==> src/rtl/rr_mux_arbiter.sv <==
// Round-robin arbiter for a 4:1 mux datapath with bounded bursts under a
// valid/ready output handshake.
module rr_mux_arbiter #(
  parameter int unsigned DATA_W    = 2,
  parameter int unsigned MAX_BURST = 4
) (
  input  logic              clk,
  input  logic              rst,
  input  logic [3:0]        req,
  input  logic [DATA_W-1:0] in1,
  input  logic [DATA_W-1:0] in2,
  input  logic [DATA_W-1:0] in3,
  input  logic [DATA_W-1:0] in4,
  input  logic              out_ready,
  output logic              out_valid,
  output logic [DATA_W-1:0] out,
  output logic [1:0]        select,
  output logic [3:0]        grant,
  output logic [3:0]        ack
);

  localparam int unsigned CW = $clog2(MAX_BURST + 1);

  typedef enum logic {IDLE, GRANT} state_e;

  state_e         state_q;
  logic [3:0]     grant_q;
  logic [1:0]     sel_q;
  logic [1:0]     ptr_q;
  logic [CW-1:0]  cnt_q;

  logic           xfer;
  logic           release_g;
  logic [1:0]     pick_idle;
  logic [1:0]     pick_next;
  logic [1:0]     sel_inc;
  logic [DATA_W-1:0] mux_data;

  // First set bit of r searching p, p+1, ... mod 4; lowest offset wins.
  function automatic logic [1:0] pick(input logic [3:0] r, input logic [1:0] p);
    logic [1:0] idx;
    pick = p;
    for (int unsigned i = 4; i > 0; i--) begin
      idx = p + 2'(i - 1);
      if (r[idx]) pick = idx;
    end
  endfunction

  always_comb begin
    mux_data = in1;
    unique case (sel_q)
      2'd0: mux_data = in1;
      2'd1: mux_data = in2;
      2'd2: mux_data = in3;
      2'd3: mux_data = in4;
    endcase
  end

  assign out_valid = (state_q == GRANT) && req[sel_q];
  assign out       = out_valid ? mux_data : '0;
  assign xfer      = out_valid && out_ready;
  assign ack       = xfer ? grant_q : '0;
  assign grant     = grant_q;
  assign select    = sel_q;

  assign sel_inc   = sel_q + 2'd1;
  assign pick_idle = pick(req, ptr_q);
  assign pick_next = pick(req, sel_inc);
  assign release_g = !req[sel_q] || (xfer && (cnt_q == CW'(MAX_BURST - 1)));

  always_ff @(posedge clk or posedge rst) begin
    if (rst) begin
      state_q <= IDLE;
      grant_q <= '0;
      sel_q   <= '0;
      ptr_q   <= '0;
      cnt_q   <= '0;
    end else begin
      unique case (state_q)
        IDLE: begin
          if (|req) begin
            state_q <= GRANT;
            sel_q   <= pick_idle;
            grant_q <= 4'b0001 << pick_idle;
            cnt_q   <= '0;
          end
        end
        GRANT: begin
          if (release_g) begin
            ptr_q <= sel_inc;
            cnt_q <= '0;
            // Releasing source ends up lowest priority but may win again if alone.
            if (|req) begin
              sel_q   <= pick_next;
              grant_q <= 4'b0001 << pick_next;
            end else begin
              state_q <= IDLE;
              grant_q <= '0;
            end
          end else if (xfer) begin
            cnt_q <= cnt_q + 1'b1;
          end
        end
      endcase
    end
  end

endmodule
==> config.mk <==
export PLATFORM = sky130hd
export DESIGN_NAME = rr_mux_arbiter
export DESIGN_NICKNAME = d
export VERILOG_FILES = /design/src/rtl/rr_mux_arbiter.sv
export SDC_FILE = /design/constraint.sdc
export NUM_CORES = 1
export LEC_CHECK = 0
export ABC_AREA = 0
export BUFFER_PORTS_ARGS = -buffer_cell sky130_fd_sc_hd__buf_2
export CAP_MARGIN = 20
export CORE_ASPECT_RATIO = 1.4
export CORE_MARGIN = 3
export CORE_UTILIZATION = 45
export DETAILED_ROUTE_END_ITERATION = 10
export PLACE_DENSITY = 0.77
export SLEW_MARGIN = 20
export SYNTH_ARGS = -nofsm -noshare
export SYNTH_HDL_FRONTEND = slang
export SYNTH_SLANG_ARGS = --single-unit
==> constraint.sdc <==
create_clock -name clk -period 5.6 [get_ports clk]
set_clock_uncertainty 0.05 [all_clocks]
set_input_delay 0 -clock clk [delete_from_list [all_inputs] [get_ports clk]]
set_output_delay 0 -clock clk [all_outputs]
set_load 0.03 [all_outputs]
==> flow_summary.toml <==
[grt]
grt_pass1_wl_microns = 3730
overflow = 0
grt_max_degree = 13
grt_usage = 0.191
antenna_found_initial = 0
grt_pass1_vias = 860

[clock_network]
cts_resized = 0
clk_pin_slew_ps = 80
root_buffer = "clkbuf_4"
cts_inserted_buffers = 3
clkSinkCount = 12
cts_tree = "built"
htree_levels = 1
cts.path.max_buffers = 2
clock_latency_ps = 280
post_cts_buffers = 0
cts_hold_buf = 1

[final_layout]
syn2layout_area_growth_pct = 20.2
finalNetCount = 160
drive_gt1_frac = 0.290
utilization = 0.604
antennaDiodeCount = 0
final_common_cell = "buf_2"
mostFrequentLayoutCells = "buf_2 (27), nor2_1 (12), dfrtp_1 (12)"

[critical_path]
cp_slowest_stage_delay_ps = 520
crit_top_cell = "nor3_1"
cp_data_required_time_ps = 5750
cp-end-kind = "flip-flop"
worstPathArrival_ps = 2660
path_cells = "inv_1 > ha_1 > a21oi_1 > nor3_1 > nor3_1 > or3b_2 > a31oi_1"
crit_path_max_fanout = 9
crit_slowest_cell = "dfrtp_1"
crit_path_start_kind = "flip-flop"
cp_top_family = "simple AND/OR/NAND/NOR gates"
path_class = "flip-flop to flip-flop"
crit_buf_inv = 1

[floorplanning]
die_h_microns = 59.7
start_util = 0.503
io_pins = 28
num_rows = 18
die_w_microns = 44.4
die_area_sq_um = 2650
core_area_sq_um = 1850

[job]
maxCapViolCount = 0

[yosys]
netlist-cell-type-count = 36
yosys_warnings = 0
syn_area_per_cell_sq_um = 8.52
synth_nets = 130
synth_area_sq_um = 928
ys_ff_latch = 12
ys_seq_area_frac = 0.323
syn_inst = 109

[status]
status = "completed"

[sta]
slew_viol_final = 0
min_period_over_period = 0.449
rsz0062_at_grt = "no"
final.setup.tns_ps = 0
fin_hold_ws_ps = 48.2
period_needed_ps = 2510
setup_viol = 0
hold_violations = 0
fmax_mhz = 398
worst_pin_slew_ps = 630
worst_slew_margin_rel = 0.573

[hold_path]
min_path_type = "primary input to flip-flop"

[placement]
gp_congestion = 0.892
io_buffers = 27
dp_hpwl_microns = 1770

[route]
ant_nets = 0
wire_per_inst_microns = 13.9
vias_per_cell = 5.97
drc = 0
routed-via-count = 944
dr.pass1.iters = 4
wirelength_microns = 2200
drt_iter0_drc = 35

[power]
sw_frac_of_total = 0.498
irDropWorstVdd_mv = 0.311
p_sw_uw = 316
seqPwrFrac = 0.261
p_clk_frac = 0.110
intPower_uw = 318
powerDensity_nw_per_um2 = 568
leakagePower_nw = 0.552
comb_power_share = 0.630
==> synthesized netlist by cell type (all sizes together) <==
library cell / count / share of area
dfrtp: 12 / 0.32
nor2: 12 / 0.049
inv: 10 / 0.040
a21oi: 9 / 0.061
nand2: 9 / 0.036
ha: 6 / 0.081
nor3: 5 / 0.027
o21ai: 5 / 0.031
a31oi: 4 / 0.027
and3: 4 / 0.027
a222oi: 3 / 0.032
nor2b: 3 / 0.020
o22ai: 3 / 0.020
or3b: 3 / 0.028
clkbuf: 2 / 0.0081
mux2: 2 / 0.024
nand2b: 2 / 0.013
a21boi: 1 / 0.0081
a311oi: 1 / 0.0094
buf: 1 / 0.012
mux4: 1 / 0.028
nand3b: 1 / 0.0081
nand4: 1 / 0.0067
nor4: 1 / 0.0067
o211ai: 1 / 0.0081
o21a: 1 / 0.0081
o22a: 1 / 0.0094
o2bb2ai: 1 / 0.0094
o311ai: 1 / 0.0094
o31ai: 1 / 0.0081
or2: 1 / 0.0094
or4: 1 / 0.0094
==> path summary, 6_finish.rpt <==
check                      slack, ps  depth (start not counted)       from        to
setup / recovery                3090                          7  select[0]  grant[2]
hold / removal                    50                          3  out_ready  cnt_q[2]
setup reg to reg                3090                          7  select[0]  grant[2]
hold reg to reg                  450                          2   cnt_q[2]  cnt_q[2]
max in group asynchronous       4950                          3        rst  grant[2]
min in group asynchronous        220                          3        rst  cnt_q[2]
==> sequential cells by signal, indices dropped and copies added, names as in the netlist <==
register  count
state_q       1
select        2
ptr_q         2
cnt_q         3
grant         4
==> per-layer routing <==
| layer | global-route usage | up-vias | part of all wire |
|---|---|---|---|
| met5 | 0 | - | 0 |
| met4 | 0.0991 | 0 | 0.021 |
| met3 | 0.0271 | 6 | 0.039 |
| met2 | 0.342 | 28 | 0.56 |
| met1 | 0.213 | 442 | 0.38 |
| li1 | - | 468 | - |
==> worst reg2reg max path, cell delays in order, from the launching register on <==
cell,delay (ps)
dfrtp_1,520
inv_1,150
ha_1,410
a21oi_1,160
nor3_1,60
nor3_1,440
or3b_2,490
a31oi_1,170
==> power by group through the flow <==
stage	clock network [mW]	registers, mW	logic, mW
global route	0.0743	0.174	0.444
detailed placement	0	0.168	0.400
finish	0.0697	0.165	0.399
global placement	0	0.164	0.393
floorplan	0	0.202	0.267
CTS	0.0703	0.166	0.402
==> layout make-up <==
cell class,count,area [sq um]
fillers,165,731
clock buffers,4,36.3
well taps,20,25.0
inverters,10,37.5
flip-flops and latches,12,300
multi-input cells,84,572
repair buffers,28,145
==> through the flow <==
| stage | area (sq um) | instances | power, mW | setup slack, ps |
|---|---|---|---|---|
| global route | 1120 | 158 | 0.692 | 2850 |
| CTS | 1120 | 158 | 0.639 | 3090 |
| finish | 1120 | 158 | 0.634 | 3090 |
| floorplan | 928 | 109 | 0.469 | 3160 |
| global placement | 1070 | 153 | 0.557 | 3270 |
| detailed placement | 1070 | 153 | 0.568 | 3120 |
==> logic make-up after synthesis <==
group,synth area share
simple gates,0.241
flops,0.323
fa+ha+maj,0.0809
compound gates,0.241
mux,0.0526
buf+inv,0.0606
No activity file was read; power rests on OpenSTA's default activity.
